--- src/rtl/mult_scheduler.sv ---
// Round-robin front end for one shared multiplier: grants a core, forwards its
// operands as a single-cycle start, and routes the product and a done pulse back.
module mult_scheduler #(
    parameter int NumPorts  = 4,
    parameter int DataWidth = 8,
    parameter int MaxBurst  = 4,
    parameter int SelWidth  = (NumPorts > 1) ? $clog2(NumPorts) : 1
) (
    input  logic                          clk_i,
    input  logic                          reset_i,
    input  logic [NumPorts-1:0]           req_i,
    output logic [NumPorts-1:0]           grant_o,
    input  logic [NumPorts-1:0]           start_i,
    input  logic [NumPorts*DataWidth-1:0] a_i,
    input  logic [NumPorts*DataWidth-1:0] b_i,
    output logic [DataWidth-1:0]          result_o,
    output logic                          ovfl_o,
    output logic [NumPorts-1:0]           done_o,
    output logic [SelWidth-1:0]           select_o,
    output logic                          active_o,
    output logic                          mul_start_o,
    output logic [DataWidth-1:0]          mul_a_o,
    output logic [DataWidth-1:0]          mul_b_o,
    input  logic                          mul_busy_i,
    input  logic                          mul_done_i,
    input  logic                          mul_valid_i,
    input  logic                          mul_ovf_i,
    input  logic [DataWidth-1:0]          mul_val_i
);

    localparam int              CntW     = (MaxBurst > 0) ? $clog2(MaxBurst + 1) : 1;
    localparam logic [CntW-1:0] BurstLim = CntW'(MaxBurst);
    localparam bit              Limited  = (MaxBurst != 0);

    typedef enum logic [1:0] {IDLE, GRANT, WAIT} state_e;

    state_e                         state_q, state_d;
    logic [SelWidth-1:0]            sel_q, sel_d, last_q, last_d;
    logic [NumPorts-1:0]            grant_q, grant_d, done_q, done_d;
    logic                           active_q, active_d, pend_q, pend_d;
    logic                           mstart_q, mstart_d, ovfl_q, ovfl_d;
    logic [CntW-1:0]                cnt_q, cnt_d;
    logic [DataWidth-1:0]           ma_q, ma_d, mb_q, mb_d, res_q, res_d;

    logic [NumPorts-1:0][DataWidth-1:0] a_arr, b_arr;
    assign a_arr = a_i;
    assign b_arr = b_i;

    // Search starts just after the previous owner, so the last owner has lowest priority.
    logic [SelWidth-1:0] pick, idx;
    logic                any_req;
    always_comb begin
        pick    = '0;
        idx     = '0;
        any_req = 1'b0;
        for (int i = 1; i <= NumPorts; i++) begin
            idx = SelWidth'((int'(last_q) + i) % NumPorts);
            if (!any_req && req_i[idx]) begin
                any_req = 1'b1;
                pick    = idx;
            end
        end
    end

    logic start_hit, pend_any, go, others, release_now;
    assign start_hit   = start_i[sel_q];
    assign pend_any    = pend_q | start_hit;
    assign go          = pend_any & ~mul_busy_i;
    assign others      = |(req_i & ~grant_q);
    assign release_now = ~pend_any &
                         (~req_i[sel_q] | (Limited && cnt_q == BurstLim && others));

    always_ff @(posedge clk_i or negedge reset_i) begin
        if (!reset_i) begin
            state_q  <= IDLE;
            sel_q    <= '0;
            last_q   <= SelWidth'(NumPorts - 1);
            grant_q  <= '0;
            done_q   <= '0;
            active_q <= 1'b0;
            pend_q   <= 1'b0;
            mstart_q <= 1'b0;
            ovfl_q   <= 1'b0;
            cnt_q    <= '0;
            ma_q     <= '0;
            mb_q     <= '0;
            res_q    <= '0;
        end else begin
            state_q  <= state_d;
            sel_q    <= sel_d;
            last_q   <= last_d;
            grant_q  <= grant_d;
            done_q   <= done_d;
            active_q <= active_d;
            pend_q   <= pend_d;
            mstart_q <= mstart_d;
            ovfl_q   <= ovfl_d;
            cnt_q    <= cnt_d;
            ma_q     <= ma_d;
            mb_q     <= mb_d;
            res_q    <= res_d;
        end
    end

    always_comb begin
        state_d = state_q;
        unique case (state_q)
            IDLE:  if (any_req) state_d = GRANT;
            GRANT: begin
                if (go)               state_d = WAIT;
                else if (release_now) state_d = IDLE;
            end
            WAIT:  if (mul_done_i) state_d = GRANT;
            default: state_d = IDLE;
        endcase
    end

    always_comb begin
        sel_d    = sel_q;
        last_d   = last_q;
        grant_d  = grant_q;
        done_d   = '0;
        active_d = active_q;
        pend_d   = pend_q;
        mstart_d = 1'b0;
        ovfl_d   = ovfl_q;
        cnt_d    = cnt_q;
        ma_d     = ma_q;
        mb_d     = mb_q;
        res_d    = res_q;
        unique case (state_q)
            IDLE: if (any_req) begin
                sel_d    = pick;
                grant_d  = NumPorts'(1) << pick;
                active_d = 1'b1;
                cnt_d    = '0;
                pend_d   = 1'b0;
            end
            GRANT: begin
                if (go) begin
                    ma_d     = a_arr[sel_q];
                    mb_d     = b_arr[sel_q];
                    mstart_d = 1'b1;
                    pend_d   = 1'b0;
                    // Saturate so a lone requester never wraps back under the limit.
                    if (!Limited || cnt_q != BurstLim) cnt_d = cnt_q + CntW'(1);
                end else if (start_hit) begin
                    pend_d = 1'b1;
                end else if (release_now) begin
                    grant_d  = '0;
                    active_d = 1'b0;
                    last_d   = sel_q;
                end
            end
            WAIT: if (mul_done_i) begin
                res_d  = mul_val_i;
                ovfl_d = mul_ovf_i | ~mul_valid_i;
                done_d = grant_q;
            end
            default: ;
        endcase
    end

    assign grant_o     = grant_q;
    assign done_o      = done_q;
    assign select_o    = sel_q;
    assign active_o    = active_q;
    assign mul_start_o = mstart_q;
    assign mul_a_o     = ma_q;
    assign mul_b_o     = mb_q;
    assign result_o    = res_q;
    assign ovfl_o      = ovfl_q;

endmodule

--- config.mk ---
export PLATFORM = sky130hd
export DESIGN_NAME = mult_scheduler
export DESIGN_NICKNAME = d
export VERILOG_FILES = /design/src/rtl/mult_scheduler.sv
export SDC_FILE = /design/constraint.sdc
export NUM_CORES = 1
export LEC_CHECK = 0
export ABC_AREA = 1
export CAP_MARGIN = 0
export CORE_MARGIN = 8
export CORE_UTILIZATION = 63
export DETAILED_ROUTE_END_ITERATION = 10
export DONT_BUFFER_PORTS = 1
export PLACE_DENSITY = 0.79
export RECOVER_POWER = 25
export SLEW_MARGIN = 10
export SYNTH_ARGS = -nofsm -noshare
export SYNTH_HDL_FRONTEND = slang
export SYNTH_SLANG_ARGS = --single-unit
--- constraint.sdc ---
create_clock -name clk_i -period 2.3 [get_ports clk_i]
set_clock_uncertainty 0.1 [all_clocks]
set_input_delay 0.345 -clock clk_i [delete_from_list [all_inputs] [get_ports clk_i]]
set_output_delay 0.345 -clock clk_i [all_outputs]
set_load 0.01 [all_outputs]
Word-level counts from Yosys, hierarchy flattened
Index checks and enable logic that the tools add are counted.
{ "classes": {"n_addsub": 5, "n_lt_le_gt_ge": 5, "n_eq_ne": 13, "shifts": 1, "n_mux": 51, "bitwise_logic": 13, "n_reduce_logical": 18} }
{ "op_table": {"columns": ["operator", "count"], "rows": [
  ["$bmux 8 s2", 2],
  ["$mux 4", 6],
  ["$mux 1", 19],
  ["$mux 2", 8],
  ["$mux 8", 2],
  ["$lt 2x3->1 const B", 5],
  ["$ne 2x2->1 const B", 7],
  ["$bmux 1 s2", 6],
  ["$mux 3", 3],
  ["$ne 3x3->1 const B", 3],
  ["$pmux 4 s2", 1],
  ["$reduce_and 4->1", 2],
  ["$not 1->1", 6],
  ["$pmux 2 s3", 1],
  ["$pmux 3 s2", 1],
  ["$reduce_and 2->1", 3],
  ["$reduce_and 3->1", 2],
  ["$reduce_and 5->1", 1],
  ["$add 2x1->2 const B", 2],
  ["$add 2x2->2 const B", 2],
  ["$and 4x4->4", 1],
  ["$logic_and 1x1->1", 4],
  ["$not 4->4", 1],
  ["$pmux 1 s2", 2],
  ["11 further kinds", 16]
]} }
{ "word_totals": {"ff_bits": 45, "in_bits": 86, "out_inout_bits": 37, "word_cells": 119} }

Depth between registers and ports, before layout
{ "logic_depth": {"word_depth": 16, "mapped_depth": 12, "mapped_depth_nobuf": 12} }

Worst setup path after synthesis
Ideal clock, no wire load.
{ "synth_timing": {"path_type": "reg2reg", "start": "register last_q[0]", "end": "register grant_q[1], in the netlist grant_o[1]", "setup_ns": 0.118, "t_arrival_ns": 1.372, "t_required_ns": 2.082, "path_slack_ns": 0.711, "stages_incl_launch_ff": 12, "n_path_buf": 2, "period_less_slack_ns": 1.589, "cell_sequence": "dfstp_2 > buf_6 > nand2_1 > nand3_1 > nand2_1 > inv_1 > nor2_4 > nand3_4 > nand2_4 > buf_8 > nand3_1 > nand2_1"} }
{ "synth_via": {"elab_chain_cells": 16, "word_cells_on_any_way": 31, "cone_classes": "add/sub (4); eq/ne (1); shift (1); mux (18); reduce/logical (7)"} }
{ "synth_lines": {"columns": ["item", "line_no", "source"], "rows": [
  ["start, declared", "38", "logic [SelWidth-1:0] sel_q, sel_d, last_q, last_d;"],
  ["start signal, assigned", "77", "last_q <= SelWidth'(NumPorts - 1);"],
  ["start signal, assigned", "91", "last_q <= last_d;"],
  ["$add 2x1->2", "57", "idx = SelWidth'((int'(last_q) + i) % NumPorts);"],
  ["$bmux 1 s2", "58", "if (!any_req && req_i[idx]) begin"],
  ["$mux 1 (not written as such)", "58", null],
  ["$mux 1", "58", null],
  ["$logic_not 1->1", "58", null],
  ["$logic_and 1x1->1", "58", null],
  ["$mux 1", "58", null],
  ["$logic_not 1->1", "58", null],
  ["$logic_and 1x1->1", "58", null],
  ["$mux 1", "58", null],
  ["$logic_not 1->1", "58", null],
  ["$logic_and 1x1->1", "58", null],
  ["$mux 2", "58", null],
  ["$shl 1x2->4", "134", "grant_d = NumPorts'(1) << pick;"],
  ["$mux 4", "132", "IDLE: if (any_req) begin"],
  ["$pmux 4 s2", "131", "unique case (state_q)"],
  ["end signal, assigned", "92", "grant_q <= grant_d;"],
  ["end, declared", "39", "logic [NumPorts-1:0] grant_q, grant_d, done_q, done_d;"]
]} }
Parallel ways exist; a longest one is shown, timed or not. The select of a mux whose other input is x is not followed.
A chain may end at the register's enable or synchronous reset.

Worst setup path after layout
{ "layout_timing": {"start": "register last_q[0]", "end": "register pend_q"} }
{ "layout_via": {"elab_chain_cells": 15, "word_cells_on_any_way": 24, "cone_classes": "add/sub (4); eq/ne (1); mux (12); reduce/logical (7)"} }
{ "layout_lines": {"columns": ["item", "line_no", "source"], "rows": [
  ["$add 2x1->2", "57", null],
  ["$bmux 1 s2", "58", null],
  ["$mux 1 (not written as such)", "58", null],
  ["$mux 1", "58", null],
  ["$logic_not 1->1", "58", null],
  ["$logic_and 1x1->1", "58", null],
  ["$mux 1", "58", null],
  ["$logic_not 1->1", "58", null],
  ["$logic_and 1x1->1", "58", null],
  ["$mux 1", "58", null],
  ["$logic_not 1->1", "58", null],
  ["$logic_and 1x1->1", "58", null],
  ["$mux 1 (*)", "58", null],
  ["$ne 2x2->1 (no line) (*)", null, null],
  ["$reduce_and 3->1 (no line) (*)", null, null],
  ["end signal, assigned", "95", "pend_q <= pend_d;"],
  ["end, declared", "40", "logic active_q, active_d, pend_q, pend_d;"]
]} }
Every way passes the cells marked *; elsewhere a longest branch is shown, timed or not. The select of a mux whose other input is x is not followed.

==> summary.md <==
| Metric | Value |
|---|---|
| Finished Layout Cells | approximately 430 |
| Fin util | roughly 69% |
| Worst Path Arrival | 2.09 ns |
| Clk pwr share | between 10% and 20% |
| Part of the Yosys area used for sequential elements | a little over two fifths |
| Filler Cell Count | 358 |
| CTS root buffer | clkbuf_8 |
| Power, Total | a little over 4 mW |
| NumNets Final | between 400 and 500 |
| R2R cell count | 10 |
| Largest family of logic cells by synthesized area | simple AND/OR/NAND/NOR gates |
| Min cycle time layout | between 1.5 and 2 ns |
| Row Count | 23 |
| Maximum vdd drop | 725 uV |
| Vias in the first global route | ~2400 |
| Syn Std Cell Area | roughly 2600 sq um |
| Reg power frac | 38.3% |
| Die X | between 80 and 90 um |
| Antenna diodes | 0 |
| Hold Crit Class | primary input to flop |
| Final setup fails | 0 |
| Tot GR Track Use | between 20% and 30% |
| Full die area | 6480 sq um |
| Yosys cell types | 27 |
| Commonest non-fill, non-tap cell in the layout | nand2_1 |
| Number of buffers added on ports | 0 |
| First-pass GRT wire length | 10800 um |
| CP max FO | 13 |
| Highest Clock Rate | 507 MHz |
| Fin worst setup slack | 0.329 ns |
| Reg2Reg Setup Slack | about 0.33 ns |
| Via density per instance | between 5 and 6 |
| # H-tree levels | 2 |
| Dpl cells | around 420 |
| Synth Area in Adders | less than 1% |
| Sw frac | between 40 and 50% |
| Nature of the critical path startpoint | flop |
| Max-slew headroom | just under 30% |
| Drt pass-1 iters | 4 |
| Area delta synth->final | 4.96% |
| Largest net degree at the start of global routing | 46 |
| Power Dens Cells | ~1500 nW/um^2 |
| Hold Path Cell Cnt | 2 |
| Lkg Pwr | roughly 1.4 nW |
| Initial Utilization | approximately two thirds |
| Drt total wl | a little under 7000 um |
| Warnings, synthesis | 0 |
| Detailed placement HPWL | ~5300 um |
| DRC Markers | 0 |
| Comb pwr share | between 40 and 50% |
| Share of post-route cells with drive strength above 1 | 8.53% |
| Core area | between 4000 and 5000 sq um |
| Post-synth net total | between 400 and 500 |
| Clk_lat worst skew | just over 0.3 ns |
| Global route total overflow | 0 |
| Max Cap Viol | 0 |
| Post-synthesis xor/xnor area fraction | 0% |
| Setup Buffers After CTS | 0 |
| Final Hold Viols | 0 |
| Via count | 2467 |
| DP Worst Slack | about 0.35 ns |
| Post-DRT Antenna Nets | 0 |
| Cts bufs inserted | 5 |
| Wire per inst | approximately 16 um |
| Post-synthesis mux area share | 0% |
| Max-slew violation count | 0 |
| Initial antenna violation count | 0 |
| Clk sinks | between 40 and 50 |
| Required @ worst endpoint | roughly 2.4 ns |
| P_sw | ~2.0 mW |
| Slew @ Worst Pin | 1.06 ns |
| Cell-internal power | 2.10 mW |
| Max clock buf depth | 2 |
| Crit share post-route | around 86% |
| Worst Setup End Kind | flop |
| Most frequent cells in the layout | nand2_1 (140), o21ai_0 (45), dfrtp_1 (43) |
| Worst setup path class | flop to flop |
| I/O pin cnt | between 100 and 150 |
| Compound-Gate Fraction of Synth Area | between 10% and 20% |
| Vert. Die Dim | between 80 and 90 um |
| Reg clk slew, reported paths | 0.08 ns |
| Simple-gate share of the synthesized area | a little over a third |
| Setup TNS | 0 ns |
| Placer Congestion | ~0.85 |
| Synth Register Bits | 45 |
| Unrepaired setup endpoints after global routing | false |
| Avg Inst Size Synth | roughly 7.0 sq um |
| TritonCTS clock tree | done |
| Status | finished clean |
| Drt initial violations | 175 |
| Post-Syn Instances | around 380 |
==> cells in the mapped netlist <==
cell type  number  share of area, %
a21oi_1         5              0.95
and2_1          1              0.24
buf_1           1              0.14
buf_2           2              0.38
buf_4           1              0.29
buf_6           3               1.3
buf_8           1              0.57
clkbuf_1        7               1.0
clkinv_1        1              0.14
dfrtp_1        43                41
dfstp_2         2               2.0
ha_1            2              0.95
inv_1          19               2.7
inv_2           5              0.72
nand2_1       140                20
nand2_2         6               1.4
nand2_4         1              0.43
nand3_1        23               4.4
nand3_2         1              0.38
nand3_4         1              0.67
nor2_1         42               6.0
nor2_2          2              0.48
nor2_4          1              0.43
nor3_1          1              0.19
o21ai_0        45               8.6
o21ai_1         1              0.19
o22ai_1        18               4.3
==> worst paths after layout <==
path / from / endpoint
max: last_q[0]$_DFFE_PN1P_ / pend_q$_DFFE_PN0P_
min: mul_done_i / done_o[1]$_DFF_PN0_
max reg2reg: last_q[0]$_DFFE_PN1P_ / pend_q$_DFFE_PN0P_
min reg2reg: state_q[0]$_DFFE_PN0P_ / state_q[0]$_DFFE_PN0P_
max in group asynchronous: reset_i / result_o[3]$_DFFE_PN0P_
min in group asynchronous: reset_i / select_o[0]$_DFFE_PN0P_
==> metal layers <==
| metal | track usage (%) | wire, um |
|---|---|---|
| met5 | 0 | 0 |
| met4 | 7.82 | 142 |
| met3 | 8.82 | 605 |
| met2 | 34.6 | 3380 |
| met1 | 23.7 | 2800 |
==> kinds of logic (layout without fill, tap and decap cells) <==
group / Yosys count / after routing
compound gates: 69 / 69
buf+inv: 40 / 40
fa+ha+maj: 2 / 2
simple gates: 219 / 219
flops: 45 / 45
==> registers in the layout, summed over array words and instances (netlist names) <==
signal and cells:
state_q 2, grant_o 4, mul_a_o 8, active_o 1
last_q 2, result_o 8, pend_q 1, done_o 4
select_o 2, cnt_q 3, ovfl_o 1, mul_b_o 8
mul_start_o 1
==> power by group through the flow <==
stage	combinational [mW]	sequential (mW)	clock, mW
finish	1.90	1.55	0.606
global route	2.18	1.60	0.647
CTS	1.90	1.56	0.613
detailed placement	1.87	1.58	0
global placement	1.80	1.57	0
floorplan	1.63	1.45	0
==> through the flow <==
stage	hold slack [ns]	area, sq um
2_1_floorplan	-0.0506	2620
5_1_grt	0.0303	2750
3_3_place_gp	-0.0491	2630
4_1_cts	0.0391	2770
3_5_place_dp	-0.0493	2630
6_report	0.0421	2750
==> worst max-delay path, cell delays in order (launching register included) <==
cell	delay, ns
dfstp_2	0.65
inv_2	0.13
nand2_1	0.12
nand3_1	0.07
nand2_1	0.12
inv_1	0.08
nor2_4	0.12
nand3_4	0.10
nand2_4	0.15
inv_2	0.09
nor3_1	0.17
==> cell type report <==
| type | count | area [sq um] | share of cell area, % |
|---|---|---|---|
| inverters | 25 | 93.8 | 3.41 |
| repair buffers | 7 | 52.6 | 1.91 |
| clock inverters | 2 | 38.8 | 1.41 |
| flip-flops and latches | 45 | 1130 | 41.0 |
| clock buffers | 6 | 72.6 | 2.64 |
| multi-input cells | 290 | 1300 | 47.3 |
| well taps | 50 | 62.6 | 2.27 |
==> repair_timing <==
action / in CTS / in global routing
hold endpoints to repair: 45 / 0
resized for setup: 0 / 0
hold buffers: 2 / 0
(Power assumes the default switching activity.)
